$ cat config.mk
export PLATFORM = sky130hd
export DESIGN_NAME = conv_udiv_32u_16u_seq_flat
export DESIGN_NICKNAME = d
export VERILOG_FILES = /design/src/rtl/conv_udiv_32u_16u_seq_if.sv /design/src/rtl/conv_udiv_32u_16u_seq.sv /design/src/flat_wrapper.sv
export SDC_FILE = /design/constraint.sdc
export NUM_CORES = 1
export LEC_CHECK = 0
export BUFFER_PORTS_ARGS = -buffer_cell sky130_fd_sc_hd__clkbuf_2
export CELL_PAD_IN_SITES_DETAIL_PLACEMENT = 0
export CELL_PAD_IN_SITES_GLOBAL_PLACEMENT = 1
export CORE_ASPECT_RATIO = 2
export CORE_MARGIN = 2
export CORE_UTILIZATION = 42
export CTS_CLUSTER_DIAMETER = 40
export DETAILED_ROUTE_END_ITERATION = 16
export HOLD_SLACK_MARGIN = 0.15
export PLACE_DENSITY = 0.87
export SETUP_SLACK_MARGIN = 0.3
export SKIP_LAST_GASP = 1
export SLEW_MARGIN = 0
export SYNTH_ARGS = -nofsm -noshare
export SYNTH_HDL_FRONTEND = slang
export SYNTH_SLANG_ARGS = --single-unit
$ cat constraint.sdc
create_clock -name ap_clk -period 4.4 [get_ports ap_clk]
set_input_delay 0.66 -clock ap_clk [delete_from_list [all_inputs] [get_ports ap_clk]]
set_output_delay 0.66 -clock ap_clk [all_outputs]
set_load 0.02 [all_outputs]
$ cat src/rtl/conv_udiv_32u_16u_seq_if.sv
// Start/done handshake and operand/result bundle for the sequential divider.
// master: ap_start, dividend, divisor out; slave: ap_ready/idle/done, results out.
interface conv_udiv_32u_16u_seq_if #(
  parameter int DIVIDEND_WIDTH = 32,
  parameter int DIVISOR_WIDTH  = 16
);
  logic                      ap_start;
  logic                      ap_ready;
  logic                      ap_idle;
  logic                      ap_done;
  logic [DIVIDEND_WIDTH-1:0] dividend;
  logic [DIVISOR_WIDTH-1:0]  divisor;
  logic [DIVIDEND_WIDTH-1:0] quotient;
  logic [DIVISOR_WIDTH-1:0]  remainder;
  logic                      div_by_zero;

  modport master (
    output ap_start, dividend, divisor,
    input  ap_ready, ap_idle, ap_done,
    input  quotient, remainder, div_by_zero
  );

  modport slave (
    input  ap_start, dividend, divisor,
    output ap_ready, ap_idle, ap_done,
    output quotient, remainder, div_by_zero
  );
endinterface

$ cat src/rtl/conv_udiv_32u_16u_seq.sv
// Radix-2 restoring unsigned divider, one quotient bit per cycle.
// Ports: ap_clk, ap_rst (async, active-high), bus (slave handshake + data).
module conv_udiv_32u_16u_seq #(
  parameter int DIVIDEND_WIDTH = 32,
  parameter int DIVISOR_WIDTH  = 16
) (
  input logic ap_clk,
  input logic ap_rst,
  conv_udiv_32u_16u_seq_if.slave bus
);
  localparam int CW = $clog2(DIVIDEND_WIDTH);

  typedef enum logic [1:0] {IDLE, CALC, DONE} state_t;

  state_t state, state_nx;

  logic                      ready, idle, done;
  logic [CW-1:0]             cnt;
  // Dividend bits shift out of the MSB while quotient bits enter the LSB.
  logic [DIVIDEND_WIDTH-1:0] acc, acc_nx;
  logic [DIVISOR_WIDTH-1:0]  dvs;
  logic [DIVISOR_WIDTH-1:0]  rem, rem_nx, dif;
  logic [DIVISOR_WIDTH:0]    shf;
  logic                      ge, last;
  logic [DIVIDEND_WIDTH-1:0] quo_q;
  logic [DIVISOR_WIDTH-1:0]  rem_q;
  logic                      dbz_q;

  always_comb begin
    shf    = {rem, acc[DIVIDEND_WIDTH-1]};
    ge     = shf >= {1'b0, dvs};
    // When ge holds the true difference is < dvs, so DW bits suffice.
    dif    = shf[DIVISOR_WIDTH-1:0] - dvs;
    rem_nx = ge ? dif : shf[DIVISOR_WIDTH-1:0];
    acc_nx = {acc[DIVIDEND_WIDTH-2:0], ge};
    last   = cnt == CW'(DIVIDEND_WIDTH - 1);
  end

  always_ff @(posedge ap_clk or posedge ap_rst) begin
    if (ap_rst) state <= IDLE;
    else        state <= state_nx;
  end

  always_comb begin
    state_nx = state;
    ready    = 1'b0;
    idle     = 1'b0;
    done     = 1'b0;
    unique case (state)
      IDLE: begin
        idle = 1'b1;
        if (bus.ap_start) begin
          ready    = 1'b1;
          state_nx = CALC;
        end
      end
      CALC: if (last) state_nx = DONE;
      DONE: begin
        done     = 1'b1;
        state_nx = IDLE;
      end
      default: state_nx = IDLE;
    endcase
  end

  always_ff @(posedge ap_clk or posedge ap_rst) begin
    if (ap_rst) begin
      cnt   <= '0;
      acc   <= '0;
      dvs   <= '0;
      rem   <= '0;
      quo_q <= '0;
      rem_q <= '0;
      dbz_q <= 1'b0;
    end else if (ready) begin
      acc <= bus.dividend;
      dvs <= bus.divisor;
      rem <= '0;
      cnt <= '0;
    end else if (state == CALC) begin
      acc <= acc_nx;
      rem <= rem_nx;
      cnt <= cnt + 1'b1;
      if (last) begin
        quo_q <= acc_nx;
        rem_q <= rem_nx;
        dbz_q <= dvs == '0;
      end
    end
  end

  assign bus.ap_ready    = ready;
  assign bus.ap_idle     = idle;
  assign bus.ap_done     = done;
  assign bus.quotient    = quo_q;
  assign bus.remainder   = rem_q;
  assign bus.div_by_zero = dbz_q;
endmodule

$ cat src/flat_wrapper.sv
// flat-port wrapper written by rule: the top's interface ports become plain ports
module conv_udiv_32u_16u_seq_flat 
#(
  parameter int DIVIDEND_WIDTH = 32,
  parameter int DIVISOR_WIDTH  = 16
)
  (ap_clk, ap_rst, bus_ap_start, bus_dividend, bus_divisor, bus_ap_ready, bus_ap_idle, bus_ap_done, bus_quotient, bus_remainder, bus_div_by_zero);
  conv_udiv_32u_16u_seq_if #(.DIVIDEND_WIDTH(DIVIDEND_WIDTH), .DIVISOR_WIDTH(DIVISOR_WIDTH)) bus_i ();
  input logic ap_clk;
  input logic ap_rst;
  input wire logic [$bits(bus_i.ap_start)-1:0] bus_ap_start;
  input wire logic [$bits(bus_i.dividend)-1:0] bus_dividend;
  input wire logic [$bits(bus_i.divisor)-1:0] bus_divisor;
  output wire logic [$bits(bus_i.ap_ready)-1:0] bus_ap_ready;
  output wire logic [$bits(bus_i.ap_idle)-1:0] bus_ap_idle;
  output wire logic [$bits(bus_i.ap_done)-1:0] bus_ap_done;
  output wire logic [$bits(bus_i.quotient)-1:0] bus_quotient;
  output wire logic [$bits(bus_i.remainder)-1:0] bus_remainder;
  output wire logic [$bits(bus_i.div_by_zero)-1:0] bus_div_by_zero;
  assign bus_i.ap_start = bus_ap_start;
  assign bus_i.dividend = bus_dividend;
  assign bus_i.divisor = bus_divisor;
  assign bus_ap_ready = bus_i.ap_ready;
  assign bus_ap_idle = bus_i.ap_idle;
  assign bus_ap_done = bus_i.ap_done;
  assign bus_quotient = bus_i.quotient;
  assign bus_remainder = bus_i.remainder;
  assign bus_div_by_zero = bus_i.div_by_zero;
  conv_udiv_32u_16u_seq #(.DIVIDEND_WIDTH(DIVIDEND_WIDTH), .DIVISOR_WIDTH(DIVISOR_WIDTH)) u_core (.ap_clk(ap_clk), .ap_rst(ap_rst), .bus(bus_i));
endmodule
* Word-level counts from Yosys, hierarchy flattened
Cells that the tools add are included.
Cells by class: $add $sub $neg 2, $lt $le $gt $ge 1, equality and inequality tests 5, muxes and demuxes 14, bitwise operators 1, reduce and logical (&&, ||, !) cells 5
Operators with widths (count):
- 32-bit 2-to-1 mux | 2
- 16-bit 2-to-1 mux | 3
- 17-bit by 16-bit greater-or-equal comparator with 1-bit output | 1
- 16-bit logical NOT | 1
- 16-bit subtractor | 1
- 5-bit 2-to-1 mux | 2
- 5-bit by 1-bit adder with 5-bit output (second input constant) | 1
- 5-bit == test (second input constant) | 1
- 1-bit 2-to-1 mux | 4
- 2-bit 2-to-1 mux | 2
- 2-bit case mux with 2 select lines | 1
- 3-bit AND reduction | 1
- 2-bit by 1-bit == test with 1-bit output (second input constant) | 1
- 2-bit == test (second input constant) | 1
- 2-bit logical NOT | 1
- 2-bit by 1-bit != test with 1-bit output (second input constant) | 1
- 2-bit != test (second input constant) | 1
- 2-bit AND reduction | 1
- 2-bit nonzero test | 1
- 1-bit NOT | 1
Storage, ports and cells: flip-flop bits (word level) 120, bits of input ports 51, output and inout port bits 52

* Depth between registers and ports, before layout
Gate-level depths: netlist of the first run.
word-level depth 4, gate-level depth with buffers 11

* Worst setup path after synthesis of the first run
Ideal clock, no wire load.
kind register to register, start reg u_core.rem[9], end reg u_core.rem_q[10], in the netlist u_core.bus.remainder[10], library setup time 0.132 ns, arrival time 2.010 ns, data required time 4.268 ns, slack 2.257 ns, stages on the path, launching flop included 11, buffers on the path 2, cell sequence dfrtp_1 ha_1 o21ai_2 nor2b_1 o21a_1 a211oi_2 nand2b_1 buf_6 buf_12 mux2i_1 o21ai_1
Between the ends: longest elaborated chain between the ends 2
Ends and longest elaborated chain:
- from (decl) | line conv_udiv_32u_16u_seq.sv:22 | logic [DIVISOR_WIDTH-1:0] rem, rem_nx, dif;
- from (signal assigned) | line conv_udiv_32u_16u_seq.sv:82 | rem <= rem_nx;
- 16-bit subtractor or 17-bit by 16-bit greater-or-equal comparator with 1-bit output (tied branches) | line conv_udiv_32u_16u_seq.sv:33, conv_udiv_32u_16u_seq.sv:31
- 16-bit 2-to-1 mux (*) | line conv_udiv_32u_16u_seq.sv:34 | rem_nx = ge ? dif : shf[DIVISOR_WIDTH-1:0];
- to (signal assigned) | line conv_udiv_32u_16u_seq.sv:86 | rem_q <= rem_nx;
- to (decl) | line conv_udiv_32u_16u_seq.sv:26 | logic [DIVISOR_WIDTH-1:0] rem_q;
Mark *: on every way between the ends. The rest lies on a longest branch, timed or not. A chain may end at the register's enable or synchronous reset.

* Final worst setup path of the first run
start reg u_core.dvs[4], end reg u_core.rem[0]
Between the ends: longest elaborated chain between the ends 4
Ends and longest elaborated chain:
- from (decl) | line conv_udiv_32u_16u_seq.sv:21 | logic [DIVISOR_WIDTH-1:0] dvs;
- from (signal assigned) | line conv_udiv_32u_16u_seq.sv:77 | dvs <= bus.divisor;
- 17-bit by 16-bit greater-or-equal comparator with 1-bit output | line conv_udiv_32u_16u_seq.sv:31 | ge = shf >= {1'b0, dvs};
- 16-bit 2-to-1 mux | line conv_udiv_32u_16u_seq.sv:34
- 16-bit 2-to-1 mux | line conv_udiv_32u_16u_seq.sv:80 | end else if (state == CALC) begin
- 16-bit 2-to-1 mux | line conv_udiv_32u_16u_seq.sv:75 | end else if (ready) begin
No other way between the ends. The select of a mux whose other input is x is not followed.

==> metrics, run 1 <==
Crit Reg-Reg Endpoint u_core.rem[0]$_DFFE_PP0P_; min cycle time layout 3.23 ns; global-route wire length before repair 26.7 mm; CTS Buf Count 17; Layout Utilization 52.1%; initial antenna violation count 0; Routed Antenna Nets 0; final setup fails 0; largest area contributor in the synthesized netlist dfrtp_1; number of synthesized flops with an enable pin 0; most frequent CP cell o21ai_1; Fill cells 1261; area delta synth->final 21.4%; CTS Hold Bufs 0; fmax 310 MHz; CTS root buf clkbuf_16; wire per inst 18.4 um; R2R cell count 10; top cells by area, synth dfrtp_1 52%, nand2_1 14%, o21ai_0 4.0%, ha_1 3.9%, a31oi_1 2.2%; clock skew 0.00897 ns; slowest CP cell nand2b_1; CP arrival 3.55 ns; CTS resizes 0; Sinks on Clock Net 120; Mapped Area 5730 um2; Nets 812; R2R Setup Slk 1.17 ns; Yosys reg bits 120; Synth top area share 52.4%; syn nets 716; TritonCTS clock tree built; reg2reg start u_core.dvs[4]$_DFFE_PP0P_; Final Hold Fails 0; vias per inst 5.46; HPWL after DPL 12.1 mm; LEAKAGE 3.45 nW; CTS clk-pin slew, worst paths 0.06 ns; proportion of layout cells with a drive suffix above 1 20.6%; PwrDens 963 nW/um2; sum of negative setup slack 0 ns; First DRT Iteration DRCs 244; Routed WL 16.7 mm; num rows 60; post-synthesis cell count 646; Slew @ Worst Pin 1.07 ns; grt ovf 0; share of flip-flops with an asynchronous set or reset 100%; Max-Cap Viols 0; post-CTS setup buffer count 0; Die H 169 um; ant diodes 0; CORE AREA 13400 um2; Chip Width 86.6 um; Worst setup EP type flop; I/O pins 103; Setup CP Type reg -> reg; Max VDD drop 0.000376 V; Synth Warn # 0; Crit Path Max Fanout 14; Worst EP required 4.72 ns; Worst path max stage delay 0.73 ns; Initial Utilization 42.9%; GRT Total Usage 24.2%; fin crit share 73.3%; sequential fraction of the synthesis area 52.4%; max-slew violation count 0; drt drc 0; vias in the first global route 5177; crit path launch type flop; status complete, no violations; Fin Hold WS 0.364 ns; via count 4959; register area 3000 um2; H-tree levels 4; gp weighted congestion 0.847; Post-Syn Area per Cell 8.87 um2; I/O Buffers 102; Multi-input gate area 2510 um2; Hold Path Class in -> async; CTS Buffer Depth 2; slew margin rel. 28.5%; critical path, cell by cell inv_1, ha_1, o211ai_1, a21oi_1, o21ai_1, a211oi_2, nand2b_1, buf_4, mux2_1, o21ai_1; DRT Pass-1 Iters 5; largest net degree at the start of global routing 65; Netlist cell types 44; Skew-Pair Late Insertion Delay 0.42 ns; Post-synth top flop dfrtp_1; Die ar. 14700 um2; RSZ-0062 raised after global routing false
## cells in the mapped netlist, drive strengths merged, types with 3 or more instances
| master | number |
|---|---|
| a211oi | 3 |
| a21oi | 13 |
| a22oi | 16 |
| a31oi | 20 |
| and3 | 3 |
| buf | 5 |
| clkbuf | 29 |
| dfrtp | 120 |
| ha | 18 |
| inv | 21 |
| mux2i | 12 |
| nand2 | 211 |
| nand2b | 5 |
| nand3 | 17 |
| nand4 | 7 |
| nor2 | 32 |
| nor2b | 5 |
| nor3 | 5 |
| nor4 | 4 |
| o21ai | 64 |
| xnor2 | 8 |
| xor2 | 5 |
## sequential cells by signal (all words and copies together) (netlist names)
register and cells:
u_core.bus.remainder 16, u_core.cnt 5, u_core.bus.quotient 32, u_core.rem 16, u_core.dvs 16, u_core.acc 32
u_core.state 2, u_core.bus.div_by_zero 1
## metal layers
layer | share of wire (%) | track usage (%)
met5 | 0 | 0
met2 | 54 | 42.6
met3 | 3.6 | 4.91
met1 | 35 | 24.5
met4 | 7.5 | 17.5
## where the power goes
group / total [W] / switching (W) / leakage [nW] / internal, W
Sequential: 0.00203 / 0.000385 / 1.45 / 0.00164
Clock: 0.00137 / 0.000524 / 0.275 / 0.000849
Combinational: 0.00330 / 0.00207 / 1.72 / 0.00123
## cell usage in the layout, fill, tap and decap left out, types with 3 or more instances in the layout
master and n:
nor2b_1 4, xor2_1 5, clkinv_4 4, nand3_1 16
dfrtp_1 120, nor4_1 4, nand2b_1 4, clkinvlp_4 4
ha_1 18, a21oi_1 11, mux2i_1 12, nand4_1 7
clkbuf_2 102, and3_1 3, o21ai_0 46, o21ai_1 17
nand2_1 209, inv_1 20, nor2_1 31, a22oi_1 16
a31oi_1 20, clkbuf_16 17, buf_4 9, xnor2_1 8
nor3_1 5
## critical path: cells and delay by family, from the launching register on
family                     cells  cell delay [ns]
AOI/OAI and AO/OA              5             0.94
buffers and inverters          2             0.36
DFF                            1             0.35
adders and majority gates      1             0.39
and+or+nand+nor                1             0.73
muxes                          1             0.35
## worst max path at each step
| stage | end | cells past startpoint | startpoint | slack, ns |
|---|---|---|---|---|
| floorplan | u_core.acc[0]$_DFFE_PP0P_ | 1 | ap_rst | 0.55 |
| global placement | u_core.bus.remainder[0]$_DFFE_PP0P_ | 10 | u_core.dvs[10]$_DFFE_PP0P_ | 1.28 |
| detailed placement | u_core.bus.remainder[0]$_DFFE_PP0P_ | 10 | u_core.dvs[4]$_DFFE_PP0P_ | 1.17 |
| CTS | u_core.bus.remainder[0]$_DFFE_PP0P_ | 10 | u_core.dvs[4]$_DFFE_PP0P_ | 1.13 |
| global route | u_core.bus.remainder[0]$_DFFE_PP0P_ | 10 | u_core.dvs[4]$_DFFE_PP0P_ | 0.90 |
| finish | u_core.rem[0]$_DFFE_PP0P_ | 10 | u_core.dvs[4]$_DFFE_PP0P_ | 1.17 |
## final cells by class
class                           count  share of cell area (%)
Inverter                           23                    1.28
Clock buffer                       18                    6.31
Sequential cell                   120                    43.2
Tap cell                          155                    2.79
Multi-Input combinational cell    469                    36.0
Clock inverter                     13                    2.12
Timing Repair Buffer              111                    8.31
## cells by family after synthesis
group / count (synthesis) / share of synthesized area, %
and+or+nand+nor: 295 / 21.3
DFF: 120 / 52.4
adders and majority gates: 19 / 4.28
buffers and inverters: 57 / 4.15
muxes: 14 / 2.49
AOI/OAI and AO/OA: 128 / 13.4
xor gates and xnor gates: 13 / 1.99
## through the flow
stage          setup WS [ns]  cell area, um2  instances  power, W
6_report                1.17            6960        909   0.00670
5_1_grt                0.895            6960        909   0.00717
4_1_cts                 1.13            6960        909   0.00675
3_5_place_dp            1.17            6370        878   0.00533
3_3_place_gp            1.28            6370        878   0.00525
2_1_floorplan          0.554            5730        646   0.00432
(Power assumes the default switching activity.)
==> run 2: changes to the inputs <==
==> constraint.sdc (replaced) <==
create_clock -name ap_clk -period 3.25 [get_ports ap_clk]
set_input_delay 0.4875 -clock ap_clk [delete_from_list [all_inputs] [get_ports ap_clk]]
set_output_delay 0.4875 -clock ap_clk [all_outputs]
set_load 0.02 [all_outputs]
==> metrics, run 2 (synthesis gave the netlist of run 1 again) <==
status complete, no violations; CTS Buf Count 17; HPWL after DPL 12.2 mm; Worst setup EP type flop; H-tree levels 4; Slew @ Worst Pin 1.08 ns; Hold Path Class in -> async; Clock Power Share 21.0%; grt ovf 0; I/O Buffers 102; via count 4879; Initial Utilization 42.9%; final setup fails 0; Sinks on Clock Net 120; drt drc 0; sum of negative setup slack 0 ns; CORE AREA 13400 um2; RSZ-0062 raised after global routing false; max-slew violation count 0; post-CTS setup buffer count 0; most frequent CP cell o21ai_1; proportion of layout cells with a drive suffix above 1 20.5%; slowest CP cell dfrtp_1; fmax 373 MHz; area delta synth->final 22.3%; num rows 60; commonest non-fill, non-tap cell in the layout nand2_1; Die H 169 um; Post-DP Area 6400 um2; most frequent cells in the layout 209 x nand2_1, 120 x dfrtp_1, 102 x clkbuf_2; fin cells 910; Chip Width 86.6 um; global-route wire length before repair 27.1 mm; switching pwr 0.00404 W; CTS Hold Bufs 0; Routed WL 17.2 mm; CTS Buffer Depth 2; First DRT Iteration DRCs 292; fin crit share 82.6%; TritonCTS clock tree built; Max VDD drop 0.000544 V; wire per inst 18.9 um; Nets 813; ant diodes 0; Worst path max stage delay 0.40 ns; CTS clk-pin slew, worst paths 0.06 ns; PwrDens 1310 nW/um2; Worst EP required 3.49 ns; LEAKAGE 3.48 nW; crit path launch type flop; sequential fraction of design power 29.6%; min cycle time layout 2.68 ns; Crit Path Max Fanout 11; slew margin rel. 27.8%; vias per inst 5.36; Sw Share 43.9%; initial antenna violation count 0; DRT Pass-1 Iters 4; critical path, cell by cell ha_1, o211ai_1, a21oi_1, o21ai_1, a211oi_2, nand2b_1, buf_4, mux2i_1, o21ai_1; I/O pins 103; Setup CP Type reg -> reg; Die ar. 14700 um2; Skew-Pair Late Insertion Delay 0.41 ns; Inst Count DP 879; GRT Total Usage 24.7%; cell area after layout 7010 um2; gp weighted congestion 0.898; Place WS 0.600 ns; Final Hold Fails 0; Max-Cap Viols 0; Comb pwr share 49.3%; vias in the first global route 5121; Internal Power 0.00517 W; CTS root buf clkbuf_16; Layout Utilization 52.5%; clock skew 0.00777 ns; CTS resizes 0; CP arrival 2.93 ns; Routed Antenna Nets 0; largest net degree at the start of global routing 52; Setup WS post-layout 0.566 ns; Fill cells 1325
==> run 2: cell count changes in the layout (fill, tap and decap cells not counted) <==
cell	change
buf_12	+2
buf_4	-1
bufinv_16	+1
clkbuf_1	+1
clkbuf_8	+1
clkinv_2	+2
clkinv_4	-1
clkinvlp_4	-2
inv_4	-1
inv_6	-1
==> run 2: area by class of cell <==
cell class | instances | area [um2] | share of cell area (%)
sequential | 120 | 3000 | 42.8
timing repair buffer | 112 | 611 | 8.71
tap | 155 | 194 | 2.77
clock inverter | 11 | 148 | 2.11
clock buffer | 20 | 457 | 6.52
multi-input combinational | 469 | 2510 | 35.8
inverter | 23 | 90.1 | 1.29
==> run 2: path summary, 6_finish.rpt <==
kind | slack, ns | from | cells past startpoint | to
worst min-delay path | 0.25 | ap_rst | 2 | u_core.bus.remainder[1]$_DFFE_PP0P_
worst min register to register | 0.47 | u_core.bus.quotient[7]$_DFFE_PP0P_ | 2 | u_core.bus.quotient[7]$_DFFE_PP0P_
worst max-delay path | 0.57 | u_core.rem[3]$_DFFE_PP0P_ | 9 | u_core.rem[10]$_DFFE_PP0P_
max in group asynchronous | 2.27 | ap_rst | 3 | u_core.rem[14]$_DFFE_PP0P_
worst max register to register | 0.57 | u_core.rem[3]$_DFFE_PP0P_ | 9 | u_core.rem[10]$_DFFE_PP0P_
min in group ap_clk | 0.29 | bus_divisor[11] | 3 | u_core.dvs[11]$_DFFE_PP0P_
==> run 2: metrics by stage <==
step / total power [W] / hold slack (ns)
6_report: 0.00921 / 0.249
5_1_grt: 0.00986 / 0.284
4_1_cts: 0.00927 / 0.278
3_5_place_dp: 0.00728 / 0.461
3_3_place_gp: 0.00717 / 0.459
2_1_floorplan: 0.00584 / 0.449
==> run 2: critical path: cells and delay by family, from the launching register on <==
kind / cells / cell delay [ns]
adders and majority gates: 1 / 0.40
AOI/OAI and AO/OA: 5 / 0.90
muxes: 1 / 0.39
and+or+nand+nor: 1 / 0.16
buffers and inverters: 1 / 0.24
DFF: 1 / 0.40
==> run 2: power by group through the flow <==
| stage | registers, W | logic (W) | clock network (W) |
|---|---|---|---|
| CTS | 0.00272 | 0.00458 | 0.00197 |
| finish | 0.00273 | 0.00454 | 0.00194 |
| detailed placement | 0.00273 | 0.00455 | 0 |
| global placement | 0.00271 | 0.00446 | 0 |
| floorplan | 0.00290 | 0.00295 | 0 |
| global route | 0.00281 | 0.00501 | 0.00204 |
==> run 2: metal layers <==
metal	up-vias	routed length [um]	global-route usage (%)
met4	0	1210	16.6
li1	2365	-	-
met3	43	541	4.04
met2	133	9550	44.3
met1	2338	5890	25.4
met5	-	0	0
==> run 3: changes to the inputs <==
--- a/config.mk
+++ b/config.mk
@@ -5,6 +5,7 @@
 export SDC_FILE = /design/constraint.sdc
 export NUM_CORES = 1
 export LEC_CHECK = 0
+export ABC_AREA = 1
 export BUFFER_PORTS_ARGS = -buffer_cell sky130_fd_sc_hd__clkbuf_2
 export CELL_PAD_IN_SITES_DETAIL_PLACEMENT = 0
 export CELL_PAD_IN_SITES_GLOBAL_PLACEMENT = 1
==> constraint.sdc (replaced) <==
create_clock -name ap_clk -period 2.6 [get_ports ap_clk]
set_input_delay 0.39 -clock ap_clk [delete_from_list [all_inputs] [get_ports ap_clk]]
set_output_delay 0.39 -clock ap_clk [all_outputs]
set_load 0.02 [all_outputs]
==> metrics, run 3 <==
slew margin rel. 49.6%; commonest non-fill, non-tap cell in the layout nand2_1; Synth top area share 49.4%; proportion of layout cells with a drive suffix above 1 21.0%; vias per inst 4.98; Internal Power 0.00598 W; initial antenna violation count 0; DRT Pass-1 Iters 5; wire per inst 15.8 um; RSZ-0062 raised after global routing false; largest net degree at the start of global routing 121; share of flip-flops with an asynchronous set or reset 100%; Hold Path Class in -> async; GRT Max-Usage Layer met2; Routed Antenna Nets 0; min cycle time layout 2.18 ns; grt ovf 0; Worst EP required 2.89 ns; final setup fails 0; First DRT Iteration DRCs 246; H-tree levels 4; most common cell in the netlist nand2_1; number of synthesized flops with an enable pin 0; Setup WS post-layout 0.421 ns; top cells by area, synth dfrtp_1 49%, nand2_1 16%, inv_1 6.5%, o21ai_0 4.5%, nand3_1 4.4%; Netlist cell types 40; Max VDD drop 0.000583 V; drt drc 0; global-route wire length before repair 26.6 mm; gp weighted congestion 0.924; GRT Total Usage 22.4%; PwrDens 1480 nW/um2; Sinks on Clock Net 120; CTS Buf Count 17; syn nets 821; Post-synth top flop dfrtp_1; switching pwr 0.00504 W; global-route track usage on met2 39.3%; clock skew 0.0139 ns; Routed WL 16.8 mm; Worst path max stage delay 0.42 ns; CTS root buf clkbuf_16; most frequent cells in the layout 262 x nand2_1, 120 x dfrtp_1, 103 x inv_1; slowest CP cell ha_2; Sw Share 45.7%; status complete, no violations; sum of negative setup slack 0 ns; Max-Cap Viols 0; fin crit share 83.8%; I/O Buffers 102; GRT met1 Usage 24.7%; critical path, cell by cell ha_2, nand2_2, nor3_1, and2_2, nand2_4, nand2_8, buf_6, nand3_2, nand3_1, nand2_1; Yosys reg bits 120; via count 5300; Slew @ Worst Pin 0.756 ns; crit path launch type flop; Comb pwr share 52.5%; post-synthesis cell count 751; largest area contributor in the synthesized netlist dfrtp_1; Worst setup EP type flop; LEAKAGE 3.89 nW; top post-synthesis cells by count 263 x nand2_1, 120 x dfrtp_1, 105 x inv_1; Skew-Pair Late Insertion Delay 0.42 ns; cell area after layout 7430 um2; Setup CP Type reg -> reg; Inst Count DP 1030; area delta synth->final 22.2%; vias in the first global route 5402; CORE AREA 14300 um2; Die H 174 um; fmax 459 MHz; sequential fraction of design power 26.8%; Chip Width 89.1 um; Crit Path Max Fanout 11; CP arrival 2.47 ns; Post-DP Area 6790 um2; I/O pins 103; CTS Buffer Depth 2; Final Hold Fails 0; max-slew violation count 0; Die ar. 15500 um2; CTS clk-pin slew, worst paths 0.06 ns; Place WS 0.246 ns; Nets 931; Post-Syn Area per Cell 8.10 um2; CTS Hold Bufs 0; Mapped Area 6080 um2; TritonCTS clock tree built; Synth Warn # 0; ant diodes 0; fin cells 1065; Initial Utilization 42.6%; met3 Usage GRT 3.04%; Clock Power Share 20.7%; Fill cells 1423; num rows 62; sequential fraction of the synthesis area 49.4%; HPWL after DPL 12.1 mm
==> run 3: cell families after synthesis <==
family | synth area share [%]
and+or+nand+nor | 26.0
buffers and inverters | 9.47
DFF | 49.4
AOI/OAI and AO/OA | 10.1
adders and majority gates | 4.03
xor gates and xnor gates | 1.01
==> run 3: layout make-up <==
cell class	count	area (um2)	area share, %
multi-input combinational	493	2540	34.1
clock inverter	12	118	1.58
tap	192	240	3.23
clock buffer	19	453	6.10
sequential	120	3000	40.4
timing repair buffer	120	662	8.91
inverter	109	418	5.62
==> run 3: timing repair <==
item,in CTS,in global routing
endpoints found under the setup margin,7,16
pin swaps,1,2
setup buffers,1,3
gates resized for setup,0,8
==> run 3: metrics by stage <==
stage	total power, W	hold WS (ns)	util, %
detailed placement	0.00858	0.464	47.6
global route	0.0120	0.184	52.1
CTS	0.0109	0.168	51.6
finish	0.0110	0.129	52.1
global placement	0.00851	0.463	47.6
floorplan	0.00708	0.472	-
==> run 3: critical path: cells and delay by family, from the launching register on <==
kind	cells	cell delay, ns
adders and majority gates	1	0.42
DFF	1	0.41
and+or+nand+nor	8	1.03
buffers and inverters	1	0.17
==> run 3: metal layers <==
metal	share of wire (%)	wire length, um	vias up
met2	54	8990	144
met4	5.4	907	0
met3	3.2	529	60
met5	0	0	-
li1	-	-	2620
met1	38	6360	2476
==> run 3: worst paths after layout <==
kind,from,endpoint,slack (ns),cells after the start
worst max-delay path,u_core.rem[12]$_DFFE_PP0P_,u_core.bus.remainder[14]$_DFFE_PP0P_,0.42,10
worst min-delay path,ap_rst,u_core.bus.quotient[9]$_DFFE_PP0P_,0.13,3
worst max register to register,u_core.rem[12]$_DFFE_PP0P_,u_core.bus.remainder[14]$_DFFE_PP0P_,0.42,10
worst min register to register,u_core.bus.remainder[6]$_DFFE_PP0P_,u_core.bus.remainder[6]$_DFFE_PP0P_,0.48,2
max in group asynchronous,ap_rst,u_core.dvs[4]$_DFFE_PP0P_,1.96,3
min in group ap_clk,bus_divisor[8],u_core.dvs[8]$_DFFE_PP0P_,0.17,3
==> run 3: power groups by stage <==
stage / registers, W / clock network [W] / logic (W)
2_1_floorplan: 0.00297 / 0 / 0.00411
3_3_place_gp: 0.00295 / 0 / 0.00556
3_5_place_dp: 0.00296 / 0 / 0.00562
4_1_cts: 0.00294 / 0.00231 / 0.00566
5_1_grt: 0.00302 / 0.00241 / 0.00657
6_report: 0.00295 / 0.00229 / 0.00579
